$ cat src/rtl/alu4_arbiter.sv
// Two-requester round-robin front end sharing one 4-function ALU, with a single-entry
// response register carrying result, flags and the issuing requester id.
module alu4_arbiter #(
  parameter int unsigned N = 32
) (
  input  logic         clk,
  input  logic         reset,
  input  logic         req0_valid,
  output logic         req0_ready,
  input  logic [2:0]   req0_f,
  input  logic [N-1:0] req0_a,
  input  logic [N-1:0] req0_b,
  input  logic         req1_valid,
  output logic         req1_ready,
  input  logic [2:0]   req1_f,
  input  logic [N-1:0] req1_a,
  input  logic [N-1:0] req1_b,
  output logic         rsp_valid,
  input  logic         rsp_ready,
  output logic         rsp_id,
  output logic [N-1:0] rsp_y,
  output logic         rsp_zero,
  output logic         rsp_overflow
);

  logic         rsp_valid_q, rsp_id_q, rsp_zero_q, rsp_overflow_q;
  logic [N-1:0] rsp_y_q;
  logic         ptr_q;

  logic         accept;
  logic         grant;
  logic         xfer;
  logic [2:0]   sel_f;
  logic [N-1:0] sel_a, sel_b, bsel, alu_y;
  logic [N:0]   sum;

  assign accept = !rsp_valid_q || rsp_ready;

  // With both valid the pointer decides; otherwise whichever one is asking.
  always_comb begin
    grant = 1'b0;
    if (req0_valid && req1_valid) begin
      grant = ptr_q;
    end else if (req1_valid) begin
      grant = 1'b1;
    end
  end

  assign req0_ready = !reset && accept && req0_valid && !grant;
  assign req1_ready = !reset && accept && req1_valid && grant;
  assign xfer       = req0_ready || req1_ready;

  assign sel_f = grant ? req1_f : req0_f;
  assign sel_a = grant ? req1_a : req0_a;
  assign sel_b = grant ? req1_b : req0_b;

  assign bsel = sel_f[2] ? ~sel_b : sel_b;
  assign sum  = {1'b0, sel_a} + {1'b0, bsel} + {{N{1'b0}}, sel_f[2]};

  always_comb begin
    alu_y = '0;
    unique case (sel_f[1:0])
      2'b00:   alu_y = sel_a & bsel;
      2'b01:   alu_y = sel_a | bsel;
      2'b10:   alu_y = sum[N-1:0];
      default: alu_y = {{(N-1){1'b0}}, sum[N-1]};
    endcase
  end

  always_ff @(posedge clk) begin
    if (reset) begin
      rsp_valid_q    <= 1'b0;
      rsp_id_q       <= 1'b0;
      rsp_y_q        <= '0;
      rsp_zero_q     <= 1'b0;
      rsp_overflow_q <= 1'b0;
      ptr_q          <= 1'b0;
    end else if (xfer) begin
      rsp_valid_q    <= 1'b1;
      rsp_id_q       <= grant;
      rsp_y_q        <= alu_y;
      rsp_zero_q     <= (alu_y == '0);
      rsp_overflow_q <= sum[N];
      ptr_q          <= ~grant;
    end else if (rsp_ready) begin
      // Drain only: data outputs keep their last values.
      rsp_valid_q    <= 1'b0;
    end
  end

  assign rsp_valid    = rsp_valid_q;
  assign rsp_id       = rsp_id_q;
  assign rsp_y        = rsp_y_q;
  assign rsp_zero     = rsp_zero_q;
  assign rsp_overflow = rsp_overflow_q;

endmodule

$ cat config.mk
export PLATFORM = sky130hd
export DESIGN_NAME = alu4_arbiter
export DESIGN_NICKNAME = d
export VERILOG_FILES = /design/src/rtl/alu4_arbiter.sv
export SDC_FILE = /design/constraint.sdc
export NUM_CORES = 1
export LEC_CHECK = 0
export CAP_MARGIN = 40
export CORE_AREA = 3 3 156 158
export CTS_CLUSTER_DIAMETER = 50
export CTS_CLUSTER_SIZE = 28
export DETAILED_ROUTE_END_ITERATION = 10
export DIE_AREA = 0 0 159 161
export RECOVER_POWER = 50
export SETUP_SLACK_MARGIN = 0.3
export SLEW_MARGIN = 15
export SYNTH_ARGS = -nofsm -noshare
export SYNTH_HDL_FRONTEND = slang
export SYNTH_SLANG_ARGS = --single-unit
export TNS_END_PERCENT = 30
$ cat constraint.sdc
create_clock -name clk -period 13.25 [get_ports clk]
set_input_delay 1.325 -clock clk [delete_from_list [all_inputs] [get_ports clk]]
set_output_delay 1.325 -clock clk [all_outputs]
set_load 0.02 [all_outputs]
==> results of run 1 <==
## layer usage
layer	global-route usage (%)	vias to the layer above	part of all wire [%]
li1	-	3048	-
met1	21.70	2822	49
met2	23.42	204	44
met3	1.949	12	5.6
met4	2.905	0	1.2
met5	0	-	0
## logic make-up after synthesis
| family | after synthesis | share of synthesized area, % |
|---|---|---|
| buffers and inverters | 116 | 8.106 |
| adder cells (fa/ha/maj) | 65 | 14.33 |
| flip-flops | 37 | 12.93 |
| multiplexers | 69 | 12.67 |
| AO/OA/AOI/OAI | 217 | 26.02 |
| AND/OR/NAND/NOR | 208 | 17.83 |
| XOR/XNOR | 53 | 8.106 |
## tightest hold or removal path, cell delays in order (launching register included)
cell and delay [ns]:
dfxtp_1 0.30, inv_1 0.05, a211oi_1 0.05
## where the power goes
part / switching (uW) / leakage (uW) / internal [uW]
Clock: 45.7 / 0.0000696 / 68.9
Sequential: 5.62 / 0.000306 / 122
Combinational: 292 / 0.00311 / 212
Total: 344 / 0.00348 / 403
## metrics by stage
stage	power [uW]	util (%)	area, um2	hold WS, ns	cells
after global routing	804.6	34.20	7955	0.4758	1237
final	746.4	34.20	7955	0.4556	1237
after detailed placement	632.0	33.58	7812	0.4533	1229
after floorplan	472.1	-	5727	0.4539	765
after CTS	747.8	34.20	7955	0.4622	1237
after global placement	629.9	33.52	7797	0.4470	1228
## synth_stat cells (3+ instances only)
library cell  instances
inv_1                75
o22ai_1               3
o211ai_1             12
buf_2                11
a31oi_1               8
nand2_1              43
xnor2_1              13
or4_1                 3
nand3_1              11
and2_1                4
nand4_1              17
a211o_1               4
mux2_2               28
nor3_1               11
ha_1                 64
a21o_1               10
buf_1                 6
dfxtp_1              37
nor2_1               79
mux2i_1              41
o21a_1                7
clkbuf_1             20
and3_1                5
o21ai_0              41
a21boi_1              4
nor4_1                5
xor2_1               40
a221oi_1              6
o21ai_1              11
o221ai_1              3
a211oi_1             23
a21oi_1              44
or3_1                 5
nand2b_1              6
nand4b_1              4
## sequential cells by signal, indices dropped and copies added (netlist names)
name and flops:
rsp_overflow 1, rsp_id 1, rsp_valid 1, ptr_q 1
rsp_zero 1, rsp_y 32
## final timing paths
kind,from,to,cells after the start
hold reg to reg,rsp_y[31],rsp_y[31],2
setup reg to reg,ptr_q,rsp_zero,18
hold / removal,rsp_y[31],rsp_y[31],2
setup / recovery,req0_valid,rsp_zero,19
## area by class of cell
class	instances	area share, %
clock buffers	5	1.573
clock inverters	3	0.2202
inverters	76	3.586
multi-input cells	612	57.20
flip-flops and latches	37	9.311
well taps	319	5.017
repair buffers	185	23.09
==> impl_metrics.json, run 1 <==
{
  "status": "complete, no violations",
  "syn_area_mm2": 0.005727,
  "cts_sinks": 37,
  "drive_above_1_share_pct": 7.734,
  "overflow": 0,
  "layout_common_cells": "clkdlybuf4s50_1, nor2_1, inv_1, ha_1, a21oi_1",
  "n_antenna_cell": 0,
  "multi_input_area_mm2": 0.004551,
  "vias": 6086,
  "cts_resized": 0,
  "regArea_um2": 740.7,
  "drt_iter0_drc": 420,
  "power.density_mw_per_mm2": 93.83,
  "ys.flop_type": "dfxtp_1",
  "postSynthCellCount": 765,
  "first_pass_iters": 5,
  "path_buf_inv": 3,
  "p_leak_uw": 0.003484,
  "ant_nets": 0,
  "grt_pass1_wl_um": 31440,
  "max_stage_delay_ns": 0.62,
  "rrSetupSlack_ns": 8.09,
  "setup_viol": 0,
  "max_freq_mhz": 155.7,
  "yosysWarningCount": 0,
  "required_ns": 13.48,
  "maxCapViolCount": 0,
  "rsz0062_at_grt": "false",
  "nNetsFinal": 1121,
  "grt_pass1_vias": 5860,
  "finalHoldViolCount": 0,
  "hpwl_um": 16320,
  "finalMaxSlewViolations": 0,
  "area_growth_pct": 38.91,
  "path_class": "primary input to flop",
  "vias_per_cell": 4.920,
  "synth_cell_types": 80,
  "cts_tree": "done",
  "cts_max_level": 2,
  "cts-root-buf": "clkbuf_16",
  "dieArea_mm2": 0.02560,
  "finalCriticalPeriod_ns": 6.425,
  "die_y_um": 161,
  "synth_largest_area_cell": "ha_1",
  "clock_path_buffers": 2,
  "ys_ff_latch": 37,
  "slew_headroom_pct": 41.37,
  "num_io_pins": 177,
  "cp_slowest_cell": "clkdlybuf4s50_1",
  "grt_max_degree": 37,
  "final_common_cell": "clkdlybuf4s50_1",
  "ys_top_cells_by_area": "ha_1, dfxtp_1, mux2i_1",
  "grt_usage_pct": 14.83,
  "hold_class": "flop to flop",
  "synth-seq-area-share_pct": 12.93,
  "port_buffers": 176,
  "fin_crit_sh_pct": 48.49,
  "dp_worst_setup_slack_ns": 6.628,
  "finalWorstSetupSlack_ns": 6.826,
  "end_kind": "flop",
  "synth_nets": 969,
  "start_kind": "primary input",
  "drt-wirelength-per-cell_um": 16.30,
  "finClkSkew_ns": 0.004656,
  "die_w_um": 159,
  "gp_congestion": 0.8986,
  "worst_pin_slew_ns": 0.8762,
  "clk_pin_slew_worst_paths_ns": 0.06,
  "antenna_found_initial": 0,
  "clock_latency_ns": 0.28,
  "core_area_mm2": 0.02326,
  "cts_setup_buffers": 0,
  "setup_tns_ns": 0,
  "drt-total-wl_um": 20160,
  "avgSynthCellArea_um2": 7.486,
  "critPathTopFamily": "simple AND/OR/NAND/NOR gates",
  "synth_edf_count": 0,
  "num_rows": 56,
  "path_max_fanout": 26,
  "postSynth.asyncResetShare_pct": 0,
  "irDropWorstVdd_v": 0.00004796,
  "worstPathArrival_ns": 6.65,
  "synth_top_area_share_pct": 13.98,
  "ctsHoldBuffers": 0,
  "cts_buffers": 5,
  "drc": 0,
  "fillers": 2527,
  "crit_chain": "clkdlybuf4s50_1 -> nand2b_2 -> nand2_2 -> buf_4 -> mux2i_1 -> xor2_1 -> inv_1 -> fa_1 -> nand2b_1 -> a21o_1 -> a21o_1 -> o21ai_0 -> xor2_1 -> a221oi_1 -> nand4_1 -> nor4_2 -> nand4_1 -> nor4_2 -> a31o_1",
  "initial_core_util_pct": 24.62
}
(Power assumes the default switching activity.)
==> run 2: changes to the inputs <==
==> constraint.sdc (replaced) <==
create_clock -name clk -period 6.3 [get_ports clk]
set_input_delay 0.63 -clock clk [delete_from_list [all_inputs] [get_ports clk]]
set_output_delay 0.63 -clock clk [all_outputs]
set_load 0.02 [all_outputs]
==> run 2 against run 1 <==
Net effect:
- sequential share of layout area about the same
- total power up 110%
- register-to-register slack worse by 6.7 ns
- die area unchanged
- final area up 0.17%
- routed wire length up 0.77%
- final cell count unchanged
- first-iteration DRC count up 22%
- global-route usage up 0.24 points
- sequential power up 110%
- clock skew down 0.0025 ns
- largest power group unchanged
- critical endpoint unchanged
- core utilization up 0.059 points
==> impl_metrics.json, run 2 (synthesis results as in run 1) <==
{
  "num_io_pins": 177,
  "dieArea_mm2": 0.02560,
  "finalCriticalPeriod_ns": 5.492,
  "worstPathArrival_ns": 5.71,
  "required_ns": 6.52,
  "multi_input_area_mm2": 0.004551,
  "clock_path_buffers": 2,
  "ant_nets": 0,
  "path_class": "primary input to flop",
  "top_layer": "met4",
  "maxCapViolCount": 0,
  "die_w_um": 159,
  "fillers": 2535,
  "drt_iter0_drc": 514,
  "worstReg2RegStart": "ptr_q",
  "vias": 6145,
  "fin_cells": 1237,
  "num_rows": 56,
  "drt-total-wl_um": 20310,
  "max_freq_mhz": 182.1,
  "startpoint": "req0_valid",
  "dp.cells": 1229,
  "cts_resized": 0,
  "status": "complete, no violations",
  "drc": 0,
  "cts_max_level": 2,
  "hpwl_um": 16400,
  "antenna_found_initial": 0,
  "finalMaxSlewViolations": 0,
  "path_max_fanout": 16,
  "area_growth_pct": 39.15,
  "final_common_cell": "clkdlybuf4s50_1",
  "wl_met1_um": 9633,
  "port_buffers": 176,
  "worst_pin_slew_ns": 0.8580,
  "grt_pass1_wl_um": 31680,
  "nNetsFinal": 1121,
  "gp_congestion": 0.9229,
  "drt-wirelength-per-cell_um": 16.42,
  "cts_tree": "done",
  "grt_usage_pct": 15.07,
  "wl_met3_um": 1514,
  "wl_met2_um": 8978,
  "start_kind": "primary input",
  "power.density_mw_per_mm2": 197.0,
  "hp-start": "rsp_y[31]",
  "irDropWorstVdd_v": 0.0001234,
  "ctsHoldBuffers": 0,
  "drive_above_1_share_pct": 7.625,
  "layout_common_cells": "clkdlybuf4s50_1, nor2_1, inv_1, ha_1, a21oi_1",
  "first_pass_iters": 5,
  "initial_core_util_pct": 24.62,
  "regArea_um2": 740.7,
  "p_leak_uw": 0.003491,
  "cts-root-buf": "clkbuf_16",
  "grt_max_degree": 43,
  "fin_crit_sh_pct": 87.17,
  "clk_pin_slew_worst_paths_ns": 0.05,
  "setup_tns_ns": 0,
  "cts_sinks": 37,
  "rsz0062_at_grt": "false",
  "end_kind": "flop",
  "core_area_mm2": 0.02326,
  "finalHoldViolCount": 0,
  "n_antenna_cell": 0,
  "clock_latency_ns": 0.28,
  "cts_setup_buffers": 0,
  "hold_class": "flop to flop",
  "setup_viol": 0,
  "overflow": 0,
  "cts_buffers": 5,
  "vias_per_cell": 4.968,
  "finClkSkew_ns": 0.002198,
  "die_y_um": 161,
  "grt_pass1_vias": 5874,
  "largest_reg_flops": 32,
  "slew_headroom_pct": 42.80
}
## run 2: power by group
| group | total, uW | internal, uW | switching (uW) |
|---|---|---|---|
| clock network | 235 | 145 | 90.3 |
| registers | 270 | 257 | 13.2 |
| logic | 1060 | 447 | 618 |
| total | 1570 | 849 | 721 |
## run 2: layer usage
| metal | track usage, % | up-vias |
|---|---|---|
| li1 | - | 3049 |
| met2 | 24.14 | 247 |
| met5 | 0 | - |
| met1 | 21.77 | 2835 |
| met4 | 2.189 | 0 |
| met3 | 2.513 | 14 |
## run 2: final cells by class
type / count / area share, %
clock inverter: 2 / 0.1256
sequential: 37 / 9.295
timing repair buffer: 185 / 23.27
multi-input combinational: 612 / 57.10
clock buffer: 6 / 1.617
inverter: 76 / 3.580
tap: 319 / 5.009
## run 2: path summary, 6_finish.rpt
check             slack (ns)  depth (start not counted)         to
setup / recovery        0.81                         18   rsp_zero
hold / removal          0.47                          2  rsp_y[31]
setup reg to reg        1.39                         17   rsp_zero
hold reg to reg         0.47                          2  rsp_y[31]
## run 2: stage by stage
| stage | setup WS (ns) | hold WS [ns] | util, % | total power [uW] | cell area (um2) |
|---|---|---|---|---|---|
| after detailed placement | 0.5540 | 0.4607 | 33.66 | 1334 | 7830 |
| after global routing | 0.4051 | 0.4864 | 34.26 | 1694 | 7969 |
| after floorplan | 1.622 | 0.4539 | - | 992.9 | 5727 |
| after global placement | 0.6645 | 0.4520 | 33.66 | 1331 | 7830 |
| after CTS | 0.8242 | 0.4689 | 34.26 | 1574 | 7969 |
| final | 0.8080 | 0.4712 | 34.26 | 1570 | 7969 |
## run 2: worst max-delay path: stages
cell and delay, ns:
clkdlybuf4s50_1 0.62, nand2b_2 0.16, nand2_2 0.45, buf_4 0.37, mux2i_1 0.25, xor2_1 0.23
inv_1 0.11, fa_1 0.44, nand2b_1 0.19, a21o_1 0.24, a211oi_1 0.38, o2111ai_1 0.17
nand4b_1 0.12, o311ai_0 0.20, a2111oi_0 0.63, nand4_1 0.18, nor4_2 0.17, a31o_1 0.16
